`config.mk`:
```
export PLATFORM = sky130hd
export DESIGN_NAME = uart_rx_core
export DESIGN_NICKNAME = d
export VERILOG_FILES = /design/src/rtl/uart_rx_core.sv
export SDC_FILE = /design/constraint.sdc
export NUM_CORES = 1
export LEC_CHECK = 0
export BUFFER_PORTS_ARGS = -buffer_cell sky130_fd_sc_hd__buf_2
export CORE_MARGIN = 2
export CORE_UTILIZATION = 60
export DETAILED_ROUTE_END_ITERATION = 12
export GPL_ROUTABILITY_DRIVEN = 0
export HOLD_SLACK_MARGIN = 0.03
export PLACE_DENSITY = 0.78
export SLEW_MARGIN = 5
export SYNTH_ARGS = -nofsm -noshare
export SYNTH_HDL_FRONTEND = slang
export SYNTH_SLANG_ARGS = --single-unit
```
`constraint.sdc`:
```
create_clock -name clk -period 4.7 [get_ports clk]
set_input_delay 0.235 -clock clk [delete_from_list [all_inputs] [get_ports clk]]
set_output_delay 0.235 -clock clk [all_outputs]
set_load 0.1 [all_outputs]
```
`src/rtl/uart_rx_core.sv`:
```
// 8N1 UART receiver: two-flop synchroniser, 16x oversampling with a 3-sample majority vote,
// show-ahead FIFO and sticky framing/overrun/underrun flags.
module uart_rx_core #(
  parameter int CLK_DIV = 27,
  parameter int FIFO_AW = 3
) (
  input  logic               clk,
  input  logic               rst_n,
  input  logic               rx,
  input  logic               rx_rden,
  output logic [7:0]         rx_rdata,
  output logic               rx_fifo_dvalid,
  output logic               rx_fifo_full,
  output logic [FIFO_AW:0]   rx_fifo_rcntr,
  output logic               rx_fifo_overrun,
  output logic               rx_fifo_underrun,
  output logic               rx_frame_err,
  input  logic               err_clr
);

  typedef enum logic [2:0] {IDLE, START, DATA, STOP, WAITHI} state_e;

  localparam int               DEPTH   = 2 ** FIFO_AW;
  localparam logic [15:0]      DIV_MAX = 16'(CLK_DIV - 1);
  localparam logic [FIFO_AW:0] DEPTH_C = {1'b1, {FIFO_AW{1'b0}}};

  logic rx_s1_q, rxs_q, rxs_dly_q;

  state_e       state_q, state_d;
  logic [15:0]  div_q, div_d;
  logic [3:0]   tk_q, tk_d;
  logic [2:0]   bit_q, bit_d;
  logic [1:0]   smp_q, smp_d;
  logic [7:0]   sh_q, sh_d;
  logic         push_q, push_d;
  logic         ferr_set_q, ferr_set_d;
  logic         tick, maj;

  logic [7:0]         mem_q [DEPTH];
  logic [7:0]         mem_d [DEPTH];
  logic [FIFO_AW-1:0] wp_q, wp_d, rp_q, rp_d;
  logic [FIFO_AW:0]   cnt_q, cnt_d;
  logic               dvalid_q, dvalid_d, full_q, full_d;
  logic               ovr_q, ovr_d, udr_q, udr_d, ferr_q, ferr_d;
  logic               empty, full, do_push, do_pop;

  assign tick = (div_q == DIV_MAX);
  // smp_q[0] holds the tk=7 sample, smp_q[1] the tk=8 sample; the tk=9 sample is live rxs
  assign maj  = (smp_q[0] & smp_q[1]) | (smp_q[0] & rxs_q) | (smp_q[1] & rxs_q);

  always_comb begin
    state_d    = state_q;
    div_d      = tick ? 16'd0 : div_q + 16'd1;
    tk_d       = tick ? tk_q + 4'd1 : tk_q;
    bit_d      = bit_q;
    smp_d      = smp_q;
    sh_d       = sh_q;
    push_d     = 1'b0;
    ferr_set_d = 1'b0;
    if (tick && tk_q == 4'd7) smp_d[0] = rxs_q;
    if (tick && tk_q == 4'd8) smp_d[1] = rxs_q;
    case (state_q)
      IDLE: begin
        div_d = '0;
        tk_d  = '0;
        if (rxs_dly_q && !rxs_q) state_d = START;
      end
      START: if (tick) begin
        if (tk_q == 4'd9 && maj) state_d = IDLE;
        if (tk_q == 4'd15) begin
          state_d = DATA;
          bit_d   = '0;
        end
      end
      DATA: if (tick) begin
        if (tk_q == 4'd9) sh_d = {maj, sh_q[7:1]};
        if (tk_q == 4'd15) begin
          if (bit_q == 3'd7) state_d = STOP;
          else               bit_d   = bit_q + 3'd1;
        end
      end
      STOP: if (tick && tk_q == 4'd9) begin
        if (maj) begin
          push_d  = 1'b1;
          state_d = IDLE;
        end else begin
          ferr_set_d = 1'b1;
          state_d    = WAITHI;
        end
      end
      WAITHI: if (rxs_q) state_d = IDLE;
      default: state_d = IDLE;
    endcase
  end

  assign empty   = (cnt_q == '0);
  assign full    = (cnt_q == DEPTH_C);
  assign do_pop  = rx_rden & ~empty;
  // A pop in the same cycle frees the slot, so a push into a full FIFO is still taken
  assign do_push = push_q & (~full | do_pop);

  always_comb begin
    mem_d = mem_q;
    wp_d  = wp_q;
    rp_d  = rp_q;
    cnt_d = cnt_q;
    if (do_push) begin
      mem_d[wp_q] = sh_q;
      wp_d        = wp_q + 1'b1;
    end
    if (do_pop) rp_d = rp_q + 1'b1;
    case ({do_push, do_pop})
      2'b10:   cnt_d = cnt_q + 1'b1;
      2'b01:   cnt_d = cnt_q - 1'b1;
      default: cnt_d = cnt_q;
    endcase
    dvalid_d = (cnt_d != '0);
    full_d   = (cnt_d == DEPTH_C);
    ovr_d    = (push_q & full & ~do_pop) | (ovr_q & ~err_clr);
    udr_d    = (rx_rden & empty) | (udr_q & ~err_clr);
    ferr_d   = ferr_set_q | (ferr_q & ~err_clr);
  end

  always_ff @(posedge clk) begin
    if (!rst_n) begin
      rx_s1_q    <= 1'b1;
      rxs_q      <= 1'b1;
      rxs_dly_q  <= 1'b1;
      state_q    <= IDLE;
      div_q      <= '0;
      tk_q       <= '0;
      bit_q      <= '0;
      smp_q      <= '0;
      sh_q       <= '0;
      push_q     <= 1'b0;
      ferr_set_q <= 1'b0;
      mem_q      <= '{default: '0};
      wp_q       <= '0;
      rp_q       <= '0;
      cnt_q      <= '0;
      dvalid_q   <= 1'b0;
      full_q     <= 1'b0;
      ovr_q      <= 1'b0;
      udr_q      <= 1'b0;
      ferr_q     <= 1'b0;
    end else begin
      rx_s1_q    <= rx;
      rxs_q      <= rx_s1_q;
      rxs_dly_q  <= rxs_q;
      state_q    <= state_d;
      div_q      <= div_d;
      tk_q       <= tk_d;
      bit_q      <= bit_d;
      smp_q      <= smp_d;
      sh_q       <= sh_d;
      push_q     <= push_d;
      ferr_set_q <= ferr_set_d;
      mem_q      <= mem_d;
      wp_q       <= wp_d;
      rp_q       <= rp_d;
      cnt_q      <= cnt_d;
      dvalid_q   <= dvalid_d;
      full_q     <= full_d;
      ovr_q      <= ovr_d;
      udr_q      <= udr_d;
      ferr_q     <= ferr_d;
    end
  end

  assign rx_rdata         = mem_q[rp_q];
  assign rx_fifo_dvalid   = dvalid_q;
  assign rx_fifo_full     = full_q;
  assign rx_fifo_rcntr    = cnt_q;
  assign rx_fifo_overrun  = ovr_q;
  assign rx_fifo_underrun = udr_q;
  assign rx_frame_err     = ferr_q;

endmodule

```
; After elaboration in Yosys (flattened, before gate mapping)
; Index checks and enable logic that the tools add are counted.
[classes]
n_addsub = 7
n_lt_le_gt_ge = 3
n_eq_ne = 24
mux = 26
bitwise = 24
reduce_logical = 17
[op_table]
columns = op, n
row1 = 64-bit bitwise mux, 1
row2 = 3-bit 2-to-1 mux, 15
row3 = 8-bit binary-select mux with 3-bit select, 1
row4 = 8-bit demux with 3-bit select, 1
row5 = 8-bit 2-to-1 mux, 3
row6 = 4-bit equality test (second input constant), 5
row7 = 2-bit inequality test (second input constant), 9
row8 = 16-bit by 1-bit adder with 16-bit output (second input constant), 1
row9 = 16-bit by 5-bit equality test with 1-bit output (second input constant), 1
row10 = 3-bit case mux with 5 select lines, 1
row11 = 1-bit bitwise AND, 11
row12 = 3-bit by 1-bit adder with 3-bit output (second input constant), 3
row13 = 4-bit by 1-bit adder with 4-bit output (second input constant), 2
row14 = 4-bit greater-or-equal comparator (second input constant), 2
row15 = 3-bit NOT with 4-bit output, 2
row16 = 4-bit case mux with 2 select lines, 1
row17 = 8-bit AND reduction, 1
row18 = 3-bit by 2-bit equality test with 1-bit output (second input constant), 2
row19 = 3-bit equality test (second input constant), 2
row20 = 1-bit logical AND, 6
row21 = 1-bit OR, 6
row22 = 3-bit case mux with 2 select lines, 1
row23 = 3-bit AND reduction, 2
row24 = 6-bit AND reduction, 1
row25 = other kinds (16), 21
[word_totals]
reg_bits = 120
input_bits = 5
out_inout_bits = 17
wordCells = 129

; Logic depth before layout (Yosys ltp)
; Gate-level depths: netlist (run 1).
[depth]
ltp_word = 8
depth_mapped = 9
ltp_nobuf = 8

; Worst setup path before layout (run 1)
; OpenSTA, ideal clock, no wires.
[synth_path]
kind = reg2reg
from = register cnt_q[2] (netlist: rx_fifo_rcntr[2])
to = register dvalid_q (netlist: rx_fifo_dvalid)
setup_ps = 120
t_arrival_ps = 2678
required_time_ps = 4580
setup_slack_ps = 1903
stages_incl_launch_ff = 10
path_buffers = 1
synth_period_minus_slack_ps = 2797
path_cell_list = dfxtp_1 -> clkbuf_2 -> o41ai_2 -> nor2_1 -> xor2_1 -> ha_1 -> nor4_1 -> a31oi_1 -> xnor2_1 -> a211o_1
[synth_via]
elab_chain_cells = 8
word_cells_on_any_way = 13
classes_between = 2 x add/sub / 3 x eq/ne / 1 x mux / 5 x bitwise / 2 x reduce/logical
[synth_rtl]
columns = element, line
row1 = from (decl), 42  ; logic [FIFO_AW:0] cnt_q, cnt_d;
row2 = from (signal assigned), 161  ; cnt_q <= cnt_d;
row3 = 4-bit zero test, 96  ; assign empty = (cnt_q == '0);
row4 = 1-bit NOT, 98  ; assign do_pop = rx_rden & ~empty;
row5 = 1-bit bitwise AND, 98
row6 = 1-bit OR, 100  ; assign do_push = push_q & (~full | do_pop);
row7 = 1-bit bitwise AND, 100
row8 = 2-bit by 1-bit equality test with 1-bit output / 2-bit equality test (equally long branches), 112  ; case ({do_push, do_pop})
row9 = 4-bit case mux with 2 select lines *, 112
row10 = 4-bit nonzero test *, 117  ; dvalid_d = (cnt_d != '0);
row11 = to (signal assigned), 162  ; dvalid_q <= dvalid_d;
row12 = to (decl), 43  ; logic dvalid_q, dvalid_d, full_q, full_d;
; Every way passes the cells marked *; elsewhere a longest branch is shown, timed or not.
; A chain may end at the register's enable or synchronous reset.

; Worst setup path in the final report (run 1)
[layout_path]
from = register rp_q[0]
to = output rx_rdata[2]
[layout_via]
elab_chain_cells = 4
[layout_rtl]
columns = element, line
row1 = from (decl), 41  ; logic [FIFO_AW-1:0] wp_q, wp_d, rp_q, rp_d;
row2 = from (signal assigned), 160  ; rp_q <= rp_d;
row3 = 3-bit NOT with 4-bit output (not written as such), 170  ; assign rx_rdata = mem_q[rp_q];
row4 = 8-bit binary-select mux with 3-bit select, 170
row5 = 8-bit 2-to-1 mux (not written as such) (2 in series), 170
row6 = to (decl), 11  ; output logic [7:0] rx_rdata,
; No other way between the ends. The select of a mux whose other input is x is not followed.

==> results of run 1 <==
how the worst max path moves through the flow:
stage / from / to / slack [ns] / cells after the start
final: rp_q[0]$_SDFFE_PN0N_ / rx_rdata[2] / 1.68 / 4
after global routing: rp_q[0]$_SDFFE_PN0N_ / rx_rdata[1] / 1.51 / 4
after CTS: rp_q[0]$_SDFFE_PN0N_ / rx_rdata[2] / 1.63 / 4
after detailed placement: rp_q[0]$_SDFFE_PN0N_ / rx_rdata[3] / 2.19 / 4
after global placement: rp_q[0]$_SDFFE_PN0N_ / rx_rdata[1] / 2.23 / 4
after floorplan: rx_fifo_rcntr[2]$_SDFF_PN0_ / rx_fifo_dvalid$_SDFF_PN0_ / 1.90 / 9
per-stage QoR:
stage | cell area, um^2 | std cells | utilization [%] | power (mW) | worst slack, ns
floorplan | 5470 | 550 | - | 1.10 | 1.90
global placement | 5570 | 640 | 63.5 | 1.11 | 2.23
detailed placement | 5570 | 640 | 63.5 | 1.11 | 2.19
CTS | 6240 | 673 | 71.3 | 2.55 | 1.63
global route | 6240 | 673 | 71.3 | 2.61 | 1.51
finish | 6240 | 673 | 71.3 | 2.54 | 1.68
final cells by class:
| cell class | count | share of cell area, % |
|---|---|---|
| timing repair buffer | 26 | 2.32 |
| clock inverter | 12 | 3.55 |
| inverter | 11 | 0.661 |
| tap | 108 | 2.16 |
| sequential | 120 | 38.5 |
| clock buffer | 20 | 7.13 |
| multi-input combinational | 376 | 45.7 |
cell usage after synthesis (3+ instances only):
| library cell | number | area share [%] |
|---|---|---|
| clkbuf_1 | 29 | 2.0 |
| o21ai_0 | 6 | 0.55 |
| nor2b_1 | 9 | 1.0 |
| xor2_1 | 12 | 1.9 |
| buf_2 | 11 | 1.0 |
| and3_1 | 3 | 0.34 |
| inv_1 | 10 | 0.69 |
| nand4_1 | 9 | 1.0 |
| ha_1 | 10 | 2.3 |
| mux2i_1 | 80 | 15 |
| nand2b_1 | 10 | 1.1 |
| dfxtp_1 | 120 | 44 |
| mux2_2 | 8 | 1.6 |
| nand2_1 | 15 | 1.0 |
| nand3b_1 | 3 | 0.41 |
| nand3_1 | 11 | 1.0 |
| a21oi_1 | 11 | 1.0 |
| nor2_1 | 115 | 7.9 |
| nor4_1 | 3 | 0.34 |
| xnor2_1 | 11 | 1.8 |
| nor4b_1 | 4 | 0.64 |
| mux4_2 | 16 | 6.6 |
| nor3_1 | 4 | 0.37 |
power groups by stage:
stage               Sequential [mW]  Clock [mW]  Combinational, mW
finish                         1.03        1.45             0.0622
global route                   1.03        1.51             0.0672
CTS                            1.03        1.46             0.0616
detailed placement             1.05           0             0.0606
global placement               1.05           0             0.0587
floorplan                      1.05           0             0.0492
flip-flops by register name, indices dropped and copies added (netlist names):
| register | flops |
|---|---|
| smp_q | 2 |
| bit_q | 3 |
| mem_q | 64 |
| rx_s1_q | 1 |
| sh_q | 8 |
| tk_q | 4 |
| wp_q | 3 |
| rp_q | 3 |
| rx_fifo_underrun | 1 |
| rx_fifo_full | 1 |
| rxs_q | 1 |
| rx_fifo_dvalid | 1 |
| ferr_set_q | 1 |
| rxs_dly_q | 1 |
| rx_frame_err | 1 |
| push_q | 1 |
| rx_fifo_overrun | 1 |
| state_q | 3 |
| rx_fifo_rcntr | 4 |
| div_q | 16 |
logic make-up after synthesis:
kind of cell	Yosys count	share of synthesized area, %
mux	104	22.9
buf+inv	54	4.12
compound gates	33	4.23
xor+xnor	23	3.68
flops	120	43.9
fa+ha+maj	11	2.47
simple gates	205	18.7
metal layers:
layer / up-vias / track usage (%) / share of wire, %
li1: 1916 / - / -
met4: 0 / 9.69 / 1.3
met3: 17 / 5.76 / 4.7
met5: - / 0 / 0
met2: 120 / 41.7 / 50
met1: 1918 / 31.3 / 44
critical path, delay by kind of cell, from the launching register on:
| family | cells | cell delay (ns) |
|---|---|---|
| buffers and inverters | 2 | 0.61 |
| flip-flops | 1 | 0.86 |
| multiplexers | 2 | 0.80 |
layout by cell type, fill, tap and decap left out, drive strengths merged, types with 3 or more instances in the layout:
cell type  netlist  final
nor2b            9      9
and3             3      3
clkinvlp         0      3
nor2           115    115
buf             13     25
clkbuf          30     20
bufinv           0      6
ha              10     10
nand3           12     12
mux2             8      8
clkinv           0      3
dfxtp          120    120
nand4            9      9
mux4            16     16
nor4b            6      6
mux2i           80     80
xor2            12     12
xnor2           11     11
nand3b           3      3
nand2           15     15
nor3             7      7
inv             11     11
nor4             4      4
o21ai            6      6
a21oi           11     11
nand2b          10     10
what timing repair did:
| action | CTS | global route |
|---|---|---|
| hold buffers | 1 | 0 |
| setup buffers | 0 | 0 |
| hold endpoints to repair | 1 | 0 |
| endpoints found under the setup margin | 0 | 0 |
==> run_results.csv, run 1 <==
group,metric,value,unit
outcome,status,"completed",
sta,min_period_over_period,64.3,%
global_routing,overflow,0,
clocking,clk-insertion-delay-late,0.51,ns
clocking,clock_path_buffers,2,
power,switching_power,0.503,mW
sta,rsz0062_at_grt,"false",
global_routing,first_global_vias,4000,
clocking,cts_sinks,120,
logic_synthesis,avgSynthCellArea,9.94,um^2
logic_synthesis,synth_fp_nets,565,
power,vdd_ir_drop_max,0.216,mV
sta,hold_viol,0,
logic_synthesis,syn_inst,550,
cells_and_area,multiInputGateArea,0.00285,mm^2
cells_and_area,antenna_cells,0,
logic_synthesis,synth_cell_type_count,56,
run,max-cap-violations,0,
sta,relSlewSlack,41.3,%
sta,setup_tns,0,ns
worst_hold_path,min_path_type,"primary input to register",
clocking,cts_buffers,17,
route,viasPerCell,5.90,
clocking,cts_tree,"yes",
worst_hold_path,hp-start,"err_clr",
route,wl_per_cell,17.1,um
power,power_frac_clock,56.9,%
power,leakagePower,2.58,nW
cells_and_area,drive_gt1_share,16.5,%
cells_and_area,fill_cells,630,
setup_path,r2r_end,"rx_fifo_dvalid$_SDFF_PN0_",
sta,slew_violations,0,
global_routing,grt_usage,24.9,%
clocking,clk_pin_slew_worst_paths,0.05,ns
power,share_seq_of_total_power,40.6,%
die,start_util,62.4,%
clocking,cts_root_buffer,"clkbuf_8",
setup_path,reg2reg_depth,8,
setup_path,arrival,2.79,ns
die,core,0.00876,mm^2
setup_path,crit_fanout,12,
setup_path,cp_slowest_cell,"dfxtp_1",
sta,min_period,3.02,ns
sta,hold_ws,0.0764,ns
route,first_pass_iters,5,
setup_path,worst_ep_required_time,4.47,ns
die,num_rows,34,
cells_and_area,regArea,0.00240,mm^2
logic_synthesis,yosysSeqAreaShare,43.9,%
setup_path,reg2reg_slack,2.10,ns
route,wirelength,11500,um
route,drt_iter0_drc,196,
route,drc,0,
sta,skew,0.00843,ns
setup_path,rr_startpoint,"rx_fifo_rcntr[2]$_SDFF_PN0_",
cells_and_area,area_growth,14.2,%
logic_synthesis,synth_seq_cells,120,
setup_path,path_class,"register to output pin",
setup_path,critPathLaunchType,"register",
route,ant_nets,0,
setup_path,cp_cell_sequence,"buf_4, mux4_2, mux2_2, buf_2",
setup_path,max_stage_delay,0.86,ns
clocking,ctsResizeCount,0,
worst_hold_path,worst_hold_path.num_cells,4,
route,num_vias,3971,
power,internal_power,2.04,mW
die,die_x,99.5,um
setup_path,end_kind,"output pin",
placement,dpl.hpwl,7020,um
sta,worst_slew_pin_slew,0.879,ns
power,p_comb_share,2.4,%
logic_synthesis,synth_edf_count,0,
clocking,cts_max_level,4,
global_routing,antenna_found_initial,0,
logic_synthesis,synthFlopType,"dfxtp_1",
die,die_h,99.5,um
die,dieArea,0.00989,mm^2
global_routing,grt_max_degree,76,
die,num_io_pins,22,
logic_synthesis,synth-async-reset-ratio,0,%
worst_hold_path,hold_path_end,"rx_frame_err$_SDFF_PN0_",
placement,portBuffers,21,
cells_and_area,nNetsFinal,567,
sta,setup_viol,0,
power,switching_share,19.8,%
global_routing,grt_pass1_wl,19400,um
logic_synthesis,yosysWarnings,0,
sta,max_freq,331,MHz
power,pwr_density_cell,407,mW/mm^2
logic_synthesis,synthesis.area,0.00547,mm^2
Power figures use the tool's default switching activity.
==> run 2: changes to the inputs <==
Settings changed: CORE_UTILIZATION 60 to 55, PLACE_DENSITY 0.78 to 0.75.
Clock period 4.7 ns to 2.45 ns, I/O delays scaled along.
==> run 2 against run 1 <==
  * Non-clock buffer count grew 9
  * Flip-flop and latch count is the same
  * Critical endpoint is now rx_rdata[7]
  * Critical path type unchanged
  * Cell count grew 5.1%
  * Clock power grew 91%
==> run_results.csv, run 2 (synthesis results as in run 1) <==
group,metric,value,unit
outcome,status,"completed",
sta,relSlewSlack,46.0,%
global_routing,grt_pass1_wl,18700,um
setup_path,critPathLaunchType,"register",
power,pwr_density_cell,763,mW/mm^2
route,drc,0,
setup_path,worst-path-buf-inv,2,
die,start_util,56.2,%
clocking,cts_sinks,120,
sta,min_period_over_period,96.3,%
clocking,clock_path_buffers,2,
sta,worst_slew_pin_slew,0.810,ns
global_routing,grt_usage,21.8,%
clocking,clk_pin_slew_worst_paths,0.06,ns
setup_path,cp_cell_sequence,"buf_8, mux4_2, mux2_2, buf_2",
clocking,cts_max_level,4,
route,num_vias,3962,
die,core,0.00973,mm^2
cells_and_area,fill_cells,751,
die,die_h,104,um
sta,rsz0062_at_grt,"false",
global_routing,overflow,0,
power,switching_power,1.00,mW
setup_path,worst_ep_required_time,2.33,ns
die,dieArea,0.0108,mm^2
cells_and_area,reg_top3,"mem_q x64, div_q x16, sh_q x8",
power,share_seq_of_total_power,40.6,%
sta,setup_tns,0,ns
sta,max_freq,424,MHz
sta,hold_viol,0,
route,ant_nets,0,
power,internal_power,3.87,mW
placement,portBuffers,21,
route,wirelength,11200,um
die,num_rows,36,
cells_and_area,nNetsFinal,576,
global_routing,grt_max_degree,80,
cells_and_area,layout_common_cells,"116 x dfxtp_1, 115 x nor2_1, 80 x mux2i_1, 20 x buf_2",
clocking,clk-insertion-delay-late,0.53,ns
clocking,cts_tree,"yes",
clocking,cts_root_buffer,"clkbuf_8",
die,num_io_pins,22,
cells_and_area,largest_reg_flops,64,
cells_and_area,final_common_cell,"dfxtp_1",
clocking,cts_buffers,17,
route,first_pass_iters,4,
sta,skew,0.0129,ns
power,p_comb_share,2.5,%
setup_path,cp_top_family,"multiplexers",
power,power_frac_clock,56.8,%
setup_path,cp_slowest_cell,"mux4_2",
power,switching_share,20.5,%
cells_and_area,area_growth,16.6,%
sta,slew_violations,0,
placement,dpl.hpwl,6990,um
setup_path,path_class,"register to output pin",
setup_path,end_kind,"output pin",
global_routing,antenna_found_initial,0,
cells_and_area,utilization,65.6,%
power,vdd_ir_drop_max,0.620,mV
setup_path,crit_fanout,18,
route,drt_iter0_drc,254,
setup_path,max_stage_delay,0.53,ns
power,leakagePower,2.62,nW
route,viasPerCell,5.60,
cells_and_area,regMostFlops,"mem_q",
cells_and_area,drive_gt1_share,17.9,%
sta,setup_viol,0,
sta,min_period,2.36,ns
global_routing,first_global_vias,3909,
setup_path,arrival,2.24,ns
die,die_x,104,um
cells_and_area,antenna_cells,0,
run,max-cap-violations,0,
worst_hold_path,min_path_type,"primary input to register",
route,wl_per_cell,15.8,um
## run 2: cell count changes in the layout (fill, tap and decap cells not counted), sizes merged
cell | previous run | this run
buf | 25 | 30
clkbuf | 20 | 19
clkinv | 3 | 2
clkinvlp | 3 | 4
dlygate4sd3 | 1 | 4
inv | 11 | 13
## run 2: power by group through the flow
stage               sequential (mW)  combinational [mW]  clock, mW
floorplan                      2.02              0.0948          0
global placement               2.02               0.116          0
detailed placement             2.02               0.117          0
CTS                            1.98               0.123       2.80
global route                   1.98               0.136       2.90
finish                         1.98               0.123       2.77
## run 2: repair_timing
action	4_1_cts	5_1_grt
hold endpoints to repair	7	0
pin swaps	0	0
setup endpoints to repair	8	7
hold buffers	4	0
buffers inserted	0	0
gates resized for setup	1	2
## run 2: layer usage
metal	part of all wire, %	GRT usage, %	up-vias
li1	-	-	1926
met1	44	26.4	1930
met2	50	36.6	86
met3	4.3	6.29	20
met4	1.8	8.59	0
met5	0	0	-
## run 2: worst paths after layout
| check | startpoint | end | slack, ns | cells past startpoint |
|---|---|---|---|---|
| setup / recovery | rp_q[0]$_SDFFE_PN0N_ | rx_rdata[7] | 0.09 | 4 |
| hold / removal | rx_rden | rx_fifo_rcntr[3]$_SDFF_PN0_ | 0.12 | 4 |
| setup reg to reg | rx_fifo_rcntr[2]$_SDFF_PN0_ | rx_fifo_dvalid$_SDFF_PN0_ | 0.28 | 8 |
| hold reg to reg | rx_s1_q$_SDFF_PN1_ | rxs_q$_SDFF_PN1_ | 0.43 | 1 |
## run 2: area by class of cell
cell class / count / area (um^2) / share of cell area (%)
multi-input combinational: 376 / 2870 / 44.9
inverter: 11 / 41.3 / 0.647
sequential: 120 / 2410 / 37.8
tap: 133 / 166 / 2.61
timing repair buffer: 35 / 230 / 3.61
clock buffer: 18 / 418 / 6.55
clock inverter: 14 / 245 / 3.84
## run 2: worst register-to-register path, stage by stage (launching register included)
cell	delay, ns
dfxtp_4	0.37
o41ai_4	0.36
nor2_1	0.12
xor2_1	0.17
ha_1	0.21
nor4_1	0.24
a31oi_1	0.08
xnor2_1	0.19
a211o_1	0.31
## run 2: per-stage QoR
step           setup slack (ns)  power [mW]  area (um^2)  hold slack [ns]  cells
2_1_floorplan            0.0449        2.11         5490            0.224    550
3_3_place_gp              0.411        2.14         5670            0.310    671
5_1_grt                  0.0103        5.02         6380            0.132    707
6_report                 0.0907        4.87         6380            0.123    707
3_5_place_dp              0.293        2.14         5670            0.310    671
4_1_cts                  0.0306        4.90         6370           0.0999    707
==> run 3: changes to the inputs <==
Settings changed: ABC_AREA from default to 1, CORE_UTILIZATION 55 to 56, PLACE_DENSITY 0.75 to 0.76.
==> run 3 against run 2 <==
  * Non-clock buffer count shrank 7
  * Fmax rose by 1.7%
  * Setup slack gained 0.040 ns
  * Via count is 31% higher
  * Global-route usage is 2.6 points higher
  * Clock skew down 0.0067 ns
  * Sequential power grew 4%
  * Largest cell class unchanged
==> run_results.csv, run 3 <==
group,metric,value,unit
outcome,status,"completed",
global_routing,first_global_vias,4940,
setup_path,reg2reg_depth,15,
logic_synthesis,synth_edf_count,0,
route,wl_per_cell,13.2,um
logic_synthesis,synth_top_area_share,41.7,%
worst_hold_path,min_path_type,"primary input to register",
sta,min_period_over_period,94.7,%
global_routing,antenna_found_initial,0,
clocking,cts_tree,"yes",
logic_synthesis,synth_cell_type_count,39,
sta,max_freq,431,MHz
cells_and_area,fill_cells,812,
clocking,cts_max_level,4,
route,wirelength,12800,um
placement,portBuffers,21,
route,drc,0,
clocking,clk-insertion-delay-late,0.53,ns
cells_and_area,drive_gt1_share,11.9,%
power,pwr_density_cell,823,mW/mm^2
sta,rsz0062_at_grt,"false",
logic_synthesis,synth_fp_nets,828,
setup_path,arrival,2.20,ns
sta,slew_violations,0,
run,max-cap-violations,0,
logic_synthesis,synth_top_area_cell,"dfxtp_1",
setup_path,crit_fanout,37,
clocking,clock_path_buffers,2,
logic_synthesis,synthFlopType,"dfxtp_1",
global_routing,grt_pass1_wl,22100,um
placement,placed_area,0.00599,mm^2
clocking,cts_root_buffer,"clkbuf_8",
power,leakagePower,2.87,nW
sta,setup_viol,0,
logic_synthesis,syn_inst,813,
setup_path,rr_startpoint,"rx_fifo_rcntr[3]$_SDFF_PN0_",
power,p_total,5.46,mW
cells_and_area,nNetsFinal,838,
placement,placed_cells,937,
cells_and_area,layout_common_cells,"137 x nand2_1, 115 x dfxtp_1, 114 x inv_1, 114 x nor2_1, 84 x a21oi_1",
logic_synthesis,synth_area_leaders,"dfxtp_1 42%, nand2_1 8.9%, inv_1 7.4%, nor2_1 7.4%, a21oi_1 7.3%",
route,drt_iter0_drc,277,
logic_synthesis,synth_seq_cells,120,
sta,relSlewSlack,45.9,%
clocking,clk_pin_slew_worst_paths,0.05,ns
die,start_util,56.8,%
die,die_h,105,um
worst_hold_path,hold_path_end,"rx_frame_err$_SDFF_PN0_",
route,viasPerCell,5.33,
sta,skew,0.00624,ns
sta,hold_viol,0,
die,num_rows,37,
logic_synthesis,synthesis.area,0.00575,mm^2
logic_synthesis,yosysSeqAreaShare,41.7,%
worst_hold_path,worst_hold_path.num_cells,3,
cells_and_area,final_common_cell,"nand2_1",
cells_and_area,utilization,65.5,%
worst_hold_path,hp-start,"rst_n",
global_routing,grt_max_degree,87,
power,vdd_ir_drop_max,0.468,mV
route,first_pass_iters,5,
cells_and_area,largest_reg_flops,64,
die,num_io_pins,22,
setup_path,reg2reg_slack,0.50,ns
sta,min_period,2.32,ns
placement,dpl.hpwl,8540,um
cells_and_area,regMostFlops,"mem_q",
setup_path,path_class,"register to output pin",
setup_path,r2r_end,"rx_fifo_dvalid$_SDFF_PN0_",
logic_synthesis,yosysWarnings,0,
logic_synthesis,synth-async-reset-ratio,0,%
logic_synthesis,yosys-top-cells-count,"137 x nand2_1, 120 x dfxtp_1, 114 x inv_1, 114 x nor2_1, 84 x a21oi_1",
global_routing,overflow,0,
die,die_x,105,um
setup_path,worst_ep_required_time,2.33,ns
cells_and_area,antenna_cells,0,
die,core,0.0101,mm^2
route,ant_nets,0,
logic_synthesis,yosysMostFrequentCell,"nand2_1",
setup_path,critPathLaunchType,"register",
cells_and_area,fin_area,0.00664,mm^2
logic_synthesis,avgSynthCellArea,7.08,um^2
setup_path,end_kind,"output pin",
sta,worst_slew_pin_slew,0.812,ns
global_routing,grt_usage,24.4,%
die,dieArea,0.0111,mm^2
cells_and_area,reg_top3,"mem_q x64, div_q x16, sh_q x8",
cells_and_area,area_growth,15.3,%
clocking,cts_sinks,120,
clocking,cts_buffers,17,
cells_and_area,final_cells,971,
route,num_vias,5172,
run 3: cell types whose count changed in the layout (fill, tap and decap cells not counted), moves of 16 or more:
cell     change
a21oi_1     +73
nand3_1     +25
o21ai_0     +66
nand2_1    +122
mux4_2      -16
inv_1      +104
mux2i_1     -80
run 3: cell families after synthesis:
kind of cell,after synthesis,share of synthesized area [%]
flops,120,41.7
xor+xnor,4,0.609
simple gates,334,26.4
compound gates,188,17.5
fa+ha+maj,10,2.17
buf+inv,157,11.6
run 3: layer usage:
metal	up-vias	part of all wire [%]	track usage [%]
li1	2627	-	-
met1	2408	45	29.1
met3	22	4.0	5.69
met5	-	0	0
met4	0	1.7	9.52
met2	115	49	42.4
run 3: worst max-delay path, cell delays in order (launching register included):
cell and delay (ns):
dfxtp_1 0.44, buf_6 0.29, nand2_1 0.08, o21ai_0 0.15, a221oi_1 0.15, a31oi_1 0.32
buf_12 0.22
run 3: how the worst max path moves through the flow:
stage / slack, ns / start / cells past startpoint / endpoint
after global routing: 0.07 / rp_q[0]$_SDFFE_PN0N_ / 6 / rx_rdata[3]
final: 0.13 / rp_q[0]$_SDFFE_PN0N_ / 6 / rx_rdata[1]
after global placement: 0.63 / rx_fifo_rcntr[1]$_SDFF_PN0_ / 14 / rx_fifo_dvalid$_SDFF_PN0_
after floorplan: -0.30 / rp_q[1]$_SDFFE_PN0N_ / 6 / rx_rdata[1]
after detailed placement: 0.56 / rx_fifo_rcntr[1]$_SDFF_PN0_ / 14 / rx_fifo_dvalid$_SDFF_PN0_
after CTS: 0.08 / rp_q[0]$_SDFFE_PN0N_ / 6 / rx_rdata[2]
run 3: final cells by class:
cell class / count / area, um^2 / area share, %
Tap cell: 136 / 170 / 2.56
Sequential cell: 120 / 2410 / 36.3
Timing Repair Buffer: 28 / 289 / 4.36
Inverter: 120 / 455 / 6.86
Clock buffer: 23 / 487 / 7.33
Clock inverter: 8 / 118 / 1.77
Multi-Input combinational cell: 536 / 2710 / 40.8
run 3: power by group:
group	switching, mW	leakage [nW]	internal (mW)	total (mW)
combinational	0.639	1.60	0.245	0.884
sequential	0.0489	0.970	2.00	2.05
clock	0.859	0.300	1.67	2.53
total	1.55	2.87	3.92	5.46
run 3: repair_timing:
action	in CTS	in global routing
buffers inserted	0	0
setup endpoints to repair	0	7
resized for setup	0	4
hold endpoints to repair	6	0
hold buffers	3	0
run 3: per-stage QoR:
step                      hold WS [ns]  TNS (ns)  worst slack [ns]
final                           0.0396         0             0.130
after global routing            0.0626         0            0.0691
after CTS                       0.0392         0            0.0795
after detailed placement         0.314         0             0.557
after global placement           0.308         0             0.632
after floorplan                  0.229     -1.49            -0.298
